$ cat src/rtl/multi_pll_reset_monitor.sv
// Supervises NUM_PLLS PLLs: drives resets, debounces lock, flags timeout/loss, exposes an Avalon-MM CSR slave.
// Build macro PLL_MON_AUTO_RETRY_EN enables automatic re-reset of timed-out channels (up to MAX_RETRIES).
module multi_pll_reset_monitor #(
  parameter int NUM_PLLS            = 4,
  parameter int LOCK_STABLE_CYCLES  = 16,
  parameter int LOCK_TIMEOUT_CYCLES = 256,
  parameter int RESET_PULSE_CYCLES  = 8,
  parameter int MAX_RETRIES         = 3
) (
  input  logic                clk,
  input  logic                reset_n,
  input  logic [NUM_PLLS-1:0] pll_locked,
  input  logic [NUM_PLLS-1:0] pll_reset_request,
  output logic [NUM_PLLS-1:0] pll_reset,
  output logic [NUM_PLLS-1:0] lock_success,
  output logic [NUM_PLLS-1:0] lock_failure,
  input  logic [4:0]          s0_address,
  input  logic                s0_read,
  input  logic                s0_write,
  input  logic [31:0]         s0_writedata,
  output logic [31:0]         s0_readdata
);

`ifdef PLL_MON_AUTO_RETRY_EN
  localparam bit AUTO_RETRY = 1'b1;
`else
  localparam bit AUTO_RETRY = 1'b0;
`endif

  typedef enum logic [2:0] {ST_RESET, ST_WAIT_LOCK, ST_LOCKED, ST_FAILED, ST_LOST} state_t;

  logic [31:0] csr_word [NUM_PLLS];
  logic [31:0] summary_word;
  logic [31:0] read_next;
  logic        unused_wdata;

  assign unused_wdata = &{1'b0, s0_writedata[31:2]};

  for (genvar gi = 0; gi < NUM_PLLS; gi++) begin : g_ch
    state_t      state_reg, state_next;
    logic [2:0]  sync_reg;
    logic [7:0]  pulse_reg, pulse_next;
    logic [15:0] cycles_reg, cycles_next;
    logic [7:0]  stutter_reg, stutter_next;
    logic [7:0]  stable_reg, stable_next;
    logic        lost_reg, lost_next;
    logic [2:0]  retry_reg, retry_next;
    logic        locked, locked_prev, sel, req;

    // sync_reg[1] is the synchronised lock; sync_reg[2] is its previous value for fall detection
    assign locked      = sync_reg[1];
    assign locked_prev = sync_reg[2];
    assign sel         = s0_write && (s0_address == 5'(gi));
    assign req         = pll_reset_request[gi] || (sel && s0_writedata[0]);

    always_ff @(posedge clk or negedge reset_n) begin
      if (!reset_n) begin
        state_reg   <= ST_RESET;
        sync_reg    <= '0;
        pulse_reg   <= '0;
        cycles_reg  <= '0;
        stutter_reg <= '0;
        stable_reg  <= '0;
        lost_reg    <= 1'b0;
        retry_reg   <= '0;
      end else begin
        state_reg   <= state_next;
        sync_reg    <= {sync_reg[1:0], pll_locked[gi]};
        pulse_reg   <= pulse_next;
        cycles_reg  <= cycles_next;
        stutter_reg <= stutter_next;
        stable_reg  <= stable_next;
        lost_reg    <= lost_next;
        retry_reg   <= retry_next;
      end
    end

    always_comb begin
      state_next   = state_reg;
      pulse_next   = pulse_reg;
      cycles_next  = cycles_reg;
      stutter_next = stutter_reg;
      stable_next  = stable_reg;
      lost_next    = lost_reg && !(sel && s0_writedata[1]);
      retry_next   = retry_reg;
      if (req) begin
        state_next = ST_RESET;
        retry_next = '0;
      end else begin
        case (state_reg)
          ST_RESET: begin
            if (pulse_reg >= 8'(RESET_PULSE_CYCLES)) state_next = ST_WAIT_LOCK;
            else pulse_next = pulse_reg + 8'd1;
          end
          ST_WAIT_LOCK: begin
            cycles_next = (cycles_reg == 16'hFFFF) ? cycles_reg : cycles_reg + 16'd1;
            stable_next = locked ? stable_reg + 8'd1 : 8'd0;
            if (locked_prev && !locked && stutter_reg != 8'hFF) stutter_next = stutter_reg + 8'd1;
            // success is tested first so it wins a same-cycle timeout
            if (stable_next == 8'(LOCK_STABLE_CYCLES)) begin
              state_next = ST_LOCKED;
            end else if (cycles_next >= 16'(LOCK_TIMEOUT_CYCLES)) begin
              if (AUTO_RETRY && retry_reg < 3'(MAX_RETRIES)) begin
                retry_next = retry_reg + 3'd1;
                state_next = ST_RESET;
              end else begin
                state_next = ST_FAILED;
              end
            end
          end
          ST_LOCKED: begin
            if (!locked) begin
              state_next = ST_LOST;
              lost_next  = 1'b1;
            end
          end
          default: ;
        endcase
      end
      // every (re)entry into RESET starts a fresh attempt; lost and retry count survive it
      if (state_next == ST_RESET && (req || state_reg != ST_RESET)) begin
        pulse_next   = '0;
        cycles_next  = '0;
        stutter_next = '0;
        stable_next  = '0;
      end
    end

    assign pll_reset[gi]    = (state_reg == ST_RESET);
    assign lock_success[gi] = (state_reg == ST_LOCKED);
    assign lock_failure[gi] = (state_reg == ST_FAILED) || (state_reg == ST_LOST);
    assign csr_word[gi]     = {2'b00, retry_reg, lost_reg, lock_failure[gi], lock_success[gi],
                               stutter_reg, cycles_reg};
  end

  always_comb begin
    summary_word                   = '0;
    summary_word[NUM_PLLS-1:0]     = lock_success;
    summary_word[16 +: NUM_PLLS]   = lock_failure;
    read_next                      = '0;
    if (s0_address == 5'(NUM_PLLS)) read_next = summary_word;
    for (int i = 0; i < NUM_PLLS; i++) begin
      if (s0_address == 5'(i)) read_next = csr_word[i];
    end
  end

  // registered read captures pre-write state, so a same-cycle write is not visible yet
  always_ff @(posedge clk or negedge reset_n) begin
    if (!reset_n) s0_readdata <= '0;
    else if (s0_read) s0_readdata <= read_next;
  end

endmodule

$ cat config.mk
export PLATFORM = sky130hd
export DESIGN_NAME = multi_pll_reset_monitor
export DESIGN_NICKNAME = d
export VERILOG_FILES = /design/src/rtl/multi_pll_reset_monitor.sv
export SDC_FILE = /design/constraint.sdc
export NUM_CORES = 1
export LEC_CHECK = 0
export BUFFER_PORTS_ARGS = -buffer_cell sky130_fd_sc_hd__buf_4
export CELL_PAD_IN_SITES_DETAIL_PLACEMENT = 1
export CELL_PAD_IN_SITES_GLOBAL_PLACEMENT = 1
export CORE_ASPECT_RATIO = 0.7
export CORE_MARGIN = 2
export CORE_UTILIZATION = 43
export CTS_BUF_LIST = sky130_fd_sc_hd__clkbuf_8
export DETAILED_ROUTE_END_ITERATION = 10
export GPL_TIMING_DRIVEN = 1
export PLACE_DENSITY = 0.81
export SYNTH_ARGS = -nofsm -noshare
export SYNTH_HDL_FRONTEND = slang
export SYNTH_SLANG_ARGS = --single-unit
$ cat constraint.sdc
create_clock -name clk -period 2.4 [get_ports clk]
set_clock_uncertainty 0.2 [all_clocks]
set_input_delay 0.48 -clock clk [delete_from_list [all_inputs] [get_ports clk]]
set_output_delay 0.48 -clock clk [all_outputs]
set_load 0.01 [all_outputs]
==> results of run 1 <==
==> per-stage QoR <==
stage / utilization / std cells
2_1_floorplan: - / 1375
6_report: 0.522 / 1896
5_1_grt: 0.522 / 1896
3_3_place_gp: 0.485 / 1820
3_5_place_dp: 0.485 / 1820
4_1_cts: 0.517 / 1892
==> cell usage after synthesis, types with 29 or more instances <==
cell type | number | area, um^2
nand3_1 | 51 | 255
mux2i_1 | 30 | 300
nor3_1 | 36 | 180
nand2_1 | 130 | 488
o21ai_0 | 54 | 270
dfrtp_1 | 215 | 5380
inv_1 | 32 | 120
xnor2_1 | 42 | 368
a21oi_1 | 106 | 531
and3_1 | 29 | 181
nor2_1 | 214 | 803
nand4_1 | 34 | 213
xor2_1 | 43 | 377
clkbuf_1 | 53 | 199
==> per-layer routing <==
| metal | global-route usage | share of wire | vias to the layer above |
|---|---|---|---|
| met5 | 0 | 0 | - |
| met4 | 0.0748 | 0.020 | 0 |
| met3 | 0.0493 | 0.052 | 59 |
| met2 | 0.408 | 0.46 | 272 |
| met1 | 0.363 | 0.47 | 5531 |
| li1 | - | - | 5090 |
==> power by group through the flow <==
stage          Combinational, mW  Clock, mW  Sequential, mW
3_5_place_dp               0.526          0            3.85
5_1_grt                    0.587       3.80            3.80
4_1_cts                    0.537       3.64            3.79
2_1_floorplan              0.230          0            3.84
3_3_place_gp               0.507          0            3.84
6_report                   0.528       3.56            3.79
==> layout make-up <==
type | count | area share
Multi-Input combinational cell | 1037 | 0.435
Sequential cell | 215 | 0.373
Timing Repair Buffer | 173 | 0.0972
Clock buffer | 49 | 0.0466
Tap cell | 371 | 0.0321
Inverter | 33 | 0.00856
Clock inverter | 18 | 0.00753
==> worst paths after layout <==
kind / to / slack [ns]
worst max-delay path: g_ch[3].state_reg[1] / 0.05
worst min-delay path: g_ch[3].sync_reg[1] / 0.15
worst max register to register: g_ch[3].state_reg[1] / 0.05
max in group asynchronous: g_ch[0].state_reg[0] / 1.10
worst min register to register: g_ch[3].sync_reg[1] / 0.15
min in group asynchronous: g_ch[2].pulse_reg[1] / 0.19
==> what timing repair did <==
action	in CTS	in global routing
gates resized for setup	10	32
pin swaps	1	6
endpoints found under the setup margin	8	17
buffers inserted	0	4
endpoints found under the hold margin	208	0
hold buffers	5	0
==> logic make-up after synthesis <==
kind of cell | after synthesis
AND/OR/NAND/NOR | 610
AO/OA/AOI/OAI | 283
flip-flops | 215
buffers and inverters | 123
XOR/XNOR | 85
multiplexers | 34
adder cells (fa/ha/maj) | 20
other | 1
==> impl_metrics.toml, run 1 <==
[sta]
worst_slew_pin_slew_ns = 0.548
final-hold-violation-count = 0
setup_violations = 0
max-slew-margin-rel = 0.635
setup_ws_ns = 0.0466
period_share = 0.981
tns_ns = 0
period_needed_ns = 2.35
finalMaxSlewViolations = 0
max_freq_mhz = 425
hold-worst-slack_ns = 0.151

[synth]
syn_inst = 1371
synth-main-ff-cell = "dfrtp_1"
avgSynthCellArea_um2 = 8.78
yosysSeqAreaShare = 0.447
synth_edf_count = 0
netlist_area_um2 = 12000
synth-seq-cells = 215
synth_top_family_by_area = "simple AND/OR/NAND/NOR gates"
synth-simple-area-share = 0.247
synth_mux_area_frac = 0.0287
async_flop_share = 1.00
synth-adder-area-share = 0.0208
synth_xor_xnor_area_share = 0.0619
synthDistinctLibCells = 84
yosys_warnings = 0
synth_compound_area_frac = 0.151

[floorplan]
die_y_um = 144
core-area_um2 = 27700
die_w_um = 204
die-area_um2 = 29400
start_util = 0.435
num_rows = 51
pin_count = 93

[critical_path]
crit_arrival_ns = 2.60
crit_type = "flip-flop to flip-flop"
reg2reg_from = "g_ch[3].stable_reg[1]"
worst-path-stages = 7
crit_family = "simple AND/OR/NAND/NOR gates"
critPathSlowestCell = "dfrtp_2"
r2r_cells = 7
cpPeakStageDelay_ns = 0.44
cpMostUsedCell = "nor4b_2"
cp_max_fo = 5
path_cells = "ha_1, nor4b_2, o2111ai_2, nor4b_2, buf_4, nor4b_2, a31oi_1"
startpoint_type = "flip-flop"
endpoint_kind = "flip-flop"
crit_start = "g_ch[3].stable_reg[1]"
worst-path-buf-inv = 1
worstPathRequired_ns = 2.64

[finish]
postLayoutCellArea_um2 = 14500
final_cell_mix = "nor2_1, dfrtp_1, buf_4"
area_growth_pct = 20.2
largest_reg_flops = 64
nFillCells = 3258
diodes = 0
nets = 1566
drive_above_1_share = 0.193
multi_input_area_um2 = 6290
layout.cells.most_common = "nor2_1"
seq_area_um2 = 5400

[power_and_ir_drop]
p_total_mw = 7.87
p_comb_frac = 0.067
swShare = 0.257
seqPwrFrac = 0.481
clkPwrFrac = 0.452
internal_power_mw = 5.85
power_leakage_nw = 6.37
powerDensity_nw_per_um2 = 544
ir_drop_mv = 0.280
power.switching_mw = 2.02

[placement]
routabilityCongestion = 0.910
post-place-ws_ns = -0.200
place_area_um2 = 13400
post-dp-hpwl_um = 26900
io_buffers = 57

[routing]
vias = 10952
via_per_inst = 5.78
post_drt_wl_per_cell_um = 19.7
drc_errors = 0
antenna_left = 0
dr.pass1.iters = 5
drtIter0Drc = 714
routed_wl_um = 37300

[clocking]
cts_sinks = 215
cts_buffers = 37
cts_root_buffer = "clkbuf_8"
clk_pin_slew_worst_paths_ns = 0.06
clock_path_buffers = 3
htreeDepth = 2
cts_tree = "built"
insertion_delay_ns = 0.56

[global_routing]
grt_pass1_wl_um = 60500
grt_max_degree = 68
track_usage = 0.258
antenna_found_initial = 0
grt_pass1_vias = 11225
overflow = 0

[worst_hold_path]
hp-class = "flip-flop to flip-flop"
min_path_cells = 0
min_from = "g_ch[3].sync_reg[0]"

[job]
maxCapViolCount = 0

[outcome]
outcome = "completed"
Power figures use the tool's default switching activity.
==> run 2, diff against run 1 <==
CTS_BUF_LIST = sky130_fd_sc_hd__clkbuf_2 sky130_fd_sc_hd__clkbuf_4 sky130_fd_sc_hd__clkbuf_8   (was sky130_fd_sc_hd__clkbuf_8)
==> impl_metrics.toml, run 2 (synthesis gave the netlist of run 1 again) <==
[sta]
final-hold-violation-count = 0
max_freq_mhz = 427
finalMaxSlewViolations = 0
worst_slew_pin_slew_ns = 0.550
max-slew-margin-rel = 0.633
setup_violations = 0
rsz0062_at_grt = "true"
period_share = 0.976
tns_ns = 0
period_needed_ns = 2.34

[global_routing]
antenna_found_initial = 0
grt_use_met2 = 0.408
grtUsageMet3 = 0.0514
met1_usage = 0.363
busiest_layer = "met2"
grt_max_degree = 68
overflow = 0
grt_pass1_wl_um = 60600
grt_pass1_vias = 11186
track_usage = 0.259

[finish]
drive_above_1_share = 0.197
diodes = 0
area_growth_pct = 20.4
nets = 1566
nFillCells = 3246
final_cell_mix = "nor2_1, dfrtp_1, buf_4"
largest_reg_flops = 64
stdcell_count = 1896
layout.cells.most_common = "nor2_1"

[clocking]
cts_tree = "built"
insertion_delay_ns = 0.56
htreeDepth = 2
cts_sinks = 215
cts_root_buffer = "clkbuf_8"
clk_pin_slew_worst_paths_ns = 0.06
clock_path_buffers = 3
cts_buffers = 37

[power_and_ir_drop]
power_leakage_nw = 6.37
powerDensity_nw_per_um2 = 551
ir_drop_mv = 0.282
p_total_mw = 7.99

[critical_path]
crit_type = "flip-flop to flip-flop"
crit_arrival_ns = 2.59
path_cells = "ha_1, nor4b_2, o2111ai_2, nor4b_2, buf_4, nor4b_2, a31oi_1"
startpoint_type = "flip-flop"
cp_max_fo = 5
worstPathRequired_ns = 2.65
critPathSlowestCell = "dfrtp_2"
cpPeakStageDelay_ns = 0.44
cpMostUsedCell = "nor4b_2"
r2r_setup_slack_ns = 0.06
r2r_end = "g_ch[3].state_reg[1]"
endpoint_kind = "flip-flop"
crit_start = "g_ch[3].stable_reg[1]"
r2r_cells = 7
reg2reg_from = "g_ch[3].stable_reg[1]"
endpoint = "g_ch[3].state_reg[1]"

[routing]
post_drt_wl_per_cell_um = 19.7
vias = 10856
via_per_inst = 5.73
dr.pass1.iters = 5
routed_wl_um = 37400
drc_errors = 0
drtIter0Drc = 733
antenna_left = 0

[placement]
dp.cells = 1820
post-dp-hpwl_um = 26900
routabilityCongestion = 0.910
io_buffers = 57

[floorplan]
die_w_um = 204
pin_count = 93
num_rows = 51
core-area_um2 = 27700
start_util = 0.435
die_y_um = 144
die-area_um2 = 29400

[job]
maxCapViolCount = 0

[outcome]
outcome = "completed"

[worst_hold_path]
hp-class = "flip-flop to flip-flop"
==> run 2: cell types whose count changed in the layout (fill, tap and decap cells not counted), sizes merged <==
cell	change
inv	-7
clkbuf	+7
==> run 2: where the power goes <==
| part | switching, mW | internal [mW] |
|---|---|---|
| logic | 0.333 | 0.198 |
| registers | 0.0793 | 3.71 |
| clock network | 1.62 | 2.05 |
==> run 2: final cells by class <==
class	count	area, um^2	area share
clock buffers	56	727	0.0502
clock inverters	11	82.6	0.00570
inverters	33	124	0.00855
multi-input cells	1037	6290	0.434
flip-flops and latches	215	5400	0.372
well taps	371	464	0.0320
repair buffers	173	1410	0.0970
==> run 2: per-stage QoR <==
step / hold WS, ns / worst slack, ns / util / area [um^2]
after floorplan: -0.0156 / 0.0691 / - / 12100
after global placement: 0.134 / -0.116 / 0.485 / 13400
after detailed placement: 0.136 / -0.200 / 0.485 / 13400
after CTS: 0.151 / 0.00103 / 0.518 / 14300
after global routing: 0.169 / -0.0350 / 0.523 / 14500
final: 0.151 / 0.0574 / 0.523 / 14500
==> run 2: worst min-delay path by stage <==
stage,startpoint,endpoint,slack [ns],depth (start not counted)
2_1_floorplan,reset_n,g_ch[0].cycles_reg[0],-0.02,0
3_3_place_gp,g_ch[3].sync_reg[0],g_ch[3].sync_reg[1],0.13,0
3_5_place_dp,g_ch[0].sync_reg[0],g_ch[0].sync_reg[1],0.14,0
4_1_cts,g_ch[0].sync_reg[0],g_ch[0].sync_reg[1],0.15,0
5_1_grt,g_ch[3].sync_reg[0],g_ch[3].sync_reg[1],0.17,0
6_report,g_ch[3].sync_reg[0],g_ch[3].sync_reg[1],0.15,0
==> run 2: timing repair <==
item | in CTS | in global routing
setup buffers | 0 | 4
gates resized for setup | 10 | 32
hold endpoints to repair | 202 | 0
endpoints found under the setup margin | 8 | 19
pin swaps | 1 | 6
hold buffers | 5 | 0
==> run 2: worst max-delay path: cells and delay by family (launching register included) <==
kind,cells,cell delay [ns]
AND/OR/NAND/NOR,3,0.76
flip-flops,1,0.44
AO/OA/AOI/OAI,2,0.41
adder cells (fa/ha/maj),1,0.22
buffers and inverters,1,0.21
==> run 2: layer usage <==
layer	up-vias	share of wire
met5	-	0
met4	0	0.021
met3	60	0.053
met2	251	0.46
met1	5457	0.47
li1	5088	-
==> run 3, diff against run 2 <==
CELL_PAD_IN_SITES_DETAIL_PLACEMENT = 0   (was 1)
==> impl_metrics.toml, run 3 (synthesis gave the netlist of run 1 again) <==
[outcome]
outcome = "completed"

[power_and_ir_drop]
powerDensity_nw_per_um2 = 535
p_comb_frac = 0.067
power.switching_mw = 1.90
seqPwrFrac = 0.495
swShare = 0.248
clkPwrFrac = 0.438
ir_drop_mv = 0.531
internal_power_mw = 5.75
power_leakage_nw = 6.30

[sta]
final-hold-violation-count = 0
finalMaxSlewViolations = 0
hold-worst-slack_ns = 0.149
worst_slew_pin_slew_ns = 0.651
max-slew-margin-rel = 0.560
max_freq_mhz = 428
period_needed_ns = 2.34
setup_violations = 0
rsz0062_at_grt = "true"
period_share = 0.974
tns_ns = 0

[critical_path]
cp_max_fo = 9
worstPathRequired_ns = 1.72
crit_arrival_ns = 1.66
startpoint_type = "flip-flop"
cpPeakStageDelay_ns = 0.49
crit_type = "flip-flop to output port"
endpoint_kind = "output port"
critPathSlowestCell = "dfrtp_1"
path_cells = "nor3b_1, a21o_1, buf_4"

[finish]
final_cell_mix = "nor2_1, dfrtp_1, buf_4"
nets = 1562
diodes = 0
post-route-util = 0.516
largest_reg_flops = 64
area_growth_pct = 18.7
stdcell_count = 1886
nFillCells = 2608
drive_above_1_share = 0.180
layout.cells.most_common = "nor2_1"

[floorplan]
core-area_um2 = 27700
pin_count = 93
num_rows = 51
die_y_um = 144
die-area_um2 = 29400
die_w_um = 204
start_util = 0.435

[routing]
antenna_left = 0
via_per_inst = 5.52
drtIter0Drc = 840
post_drt_wl_per_cell_um = 17.0
drc_errors = 0
dr.pass1.iters = 5
vias = 10416
routed_wl_um = 32100

[global_routing]
grt_max_degree = 68
overflow = 0
grt_pass1_wl_um = 52400
track_usage = 0.224
antenna_found_initial = 0
grt_pass1_vias = 9708

[job]
maxCapViolCount = 0

[clocking]
clock_path_buffers = 3
insertion_delay_ns = 0.56
htreeDepth = 2
cts_setup_buffers = 0
cts_buffers = 37
cts_root_buffer = "clkbuf_8"
clk_pin_slew_worst_paths_ns = 0.06
cts_tree = "built"
cts_sinks = 215

[worst_hold_path]
hp-class = "flip-flop to flip-flop"

[placement]
dp.cells = 1820
routabilityCongestion = 0.910
io_buffers = 57
post-dp-hpwl_um = 23300
==> run 3: cell types whose count changed in the layout (fill, tap and decap cells not counted), sizes merged <==
cell      before  now
clkinv        10    4
inv           32   33
clkbuf        56   57
bufinv         1    0
buf          168  164
clkinvlp       1    0
==> run 3: routing by layer <==
metal | global-route usage | share of wire | vias to the layer above
met5 | 0 | 0 | -
met4 | 0.0595 | 0.018 | 0
met3 | 0.0408 | 0.051 | 46
met2 | 0.323 | 0.42 | 239
met1 | 0.343 | 0.51 | 5052
li1 | - | - | 5079
==> run 3: worst paths after layout <==
path / from / to / slack [ns] / depth (start not counted)
setup reg to reg: g_ch[1].cycles_reg[1] / g_ch[1].pulse_reg[0] / 0.13 / 7
setup / recovery: g_ch[2].state_reg[1] / lock_failure[2] / 0.06 / 3
hold / removal: g_ch[0].sync_reg[0] / g_ch[0].sync_reg[1] / 0.15 / 0
min in group asynchronous: reset_n / g_ch[1].stutter_reg[4] / 0.21 / 2
max in group asynchronous: reset_n / g_ch[0].cycles_reg[5] / 1.12 / 3
hold reg to reg: g_ch[0].sync_reg[0] / g_ch[0].sync_reg[1] / 0.15 / 0
==> run 3: power by group through the flow <==
stage / clock network (mW) / registers [mW] / logic [mW]
after floorplan: 0 / 3.84 / 0.230
after global placement: 0 / 3.84 / 0.507
after detailed placement: 0 / 3.85 / 0.513
after CTS: 3.45 / 3.78 / 0.522
after global routing: 3.63 / 3.79 / 0.573
final: 3.35 / 3.78 / 0.513
==> run 3: worst max-delay path, delay by kind of cell, from the launching register on <==
family / cells / cell delay [ns]
flip-flops: 1 / 0.49
AND/OR/NAND/NOR: 1 / 0.25
AO/OA/AOI/OAI: 1 / 0.22
buffers and inverters: 1 / 0.16
==> run 3: cell type report <==
cell class | count | area (um^2) | area share
clock buffer | 57 | 697 | 0.0488
sequential | 215 | 5390 | 0.377
tap | 371 | 464 | 0.0325
multi-input combinational | 1037 | 6220 | 0.435
clock inverter | 4 | 23.8 | 0.00166
inverter | 33 | 124 | 0.00867
timing repair buffer | 169 | 1380 | 0.0963
==> run 3: stage by stage <==
stage               setup slack [ns]  instance area [um^2]  power (mW)
finish                        0.0629                 14300        7.64
global route                 -0.0166                 14300        8.00
CTS                           0.0149                 14200        7.76
detailed placement            -0.150                 13400        4.36
global placement              -0.116                 13400        4.35
floorplan                     0.0691                 12100        4.07
==> run 3: repair_timing <==
action,in CTS,in global routing
hold buffers,5,0
pin swaps,0,2
endpoints found under the setup margin,5,13
resized for setup,6,13
endpoints found under the hold margin,197,0
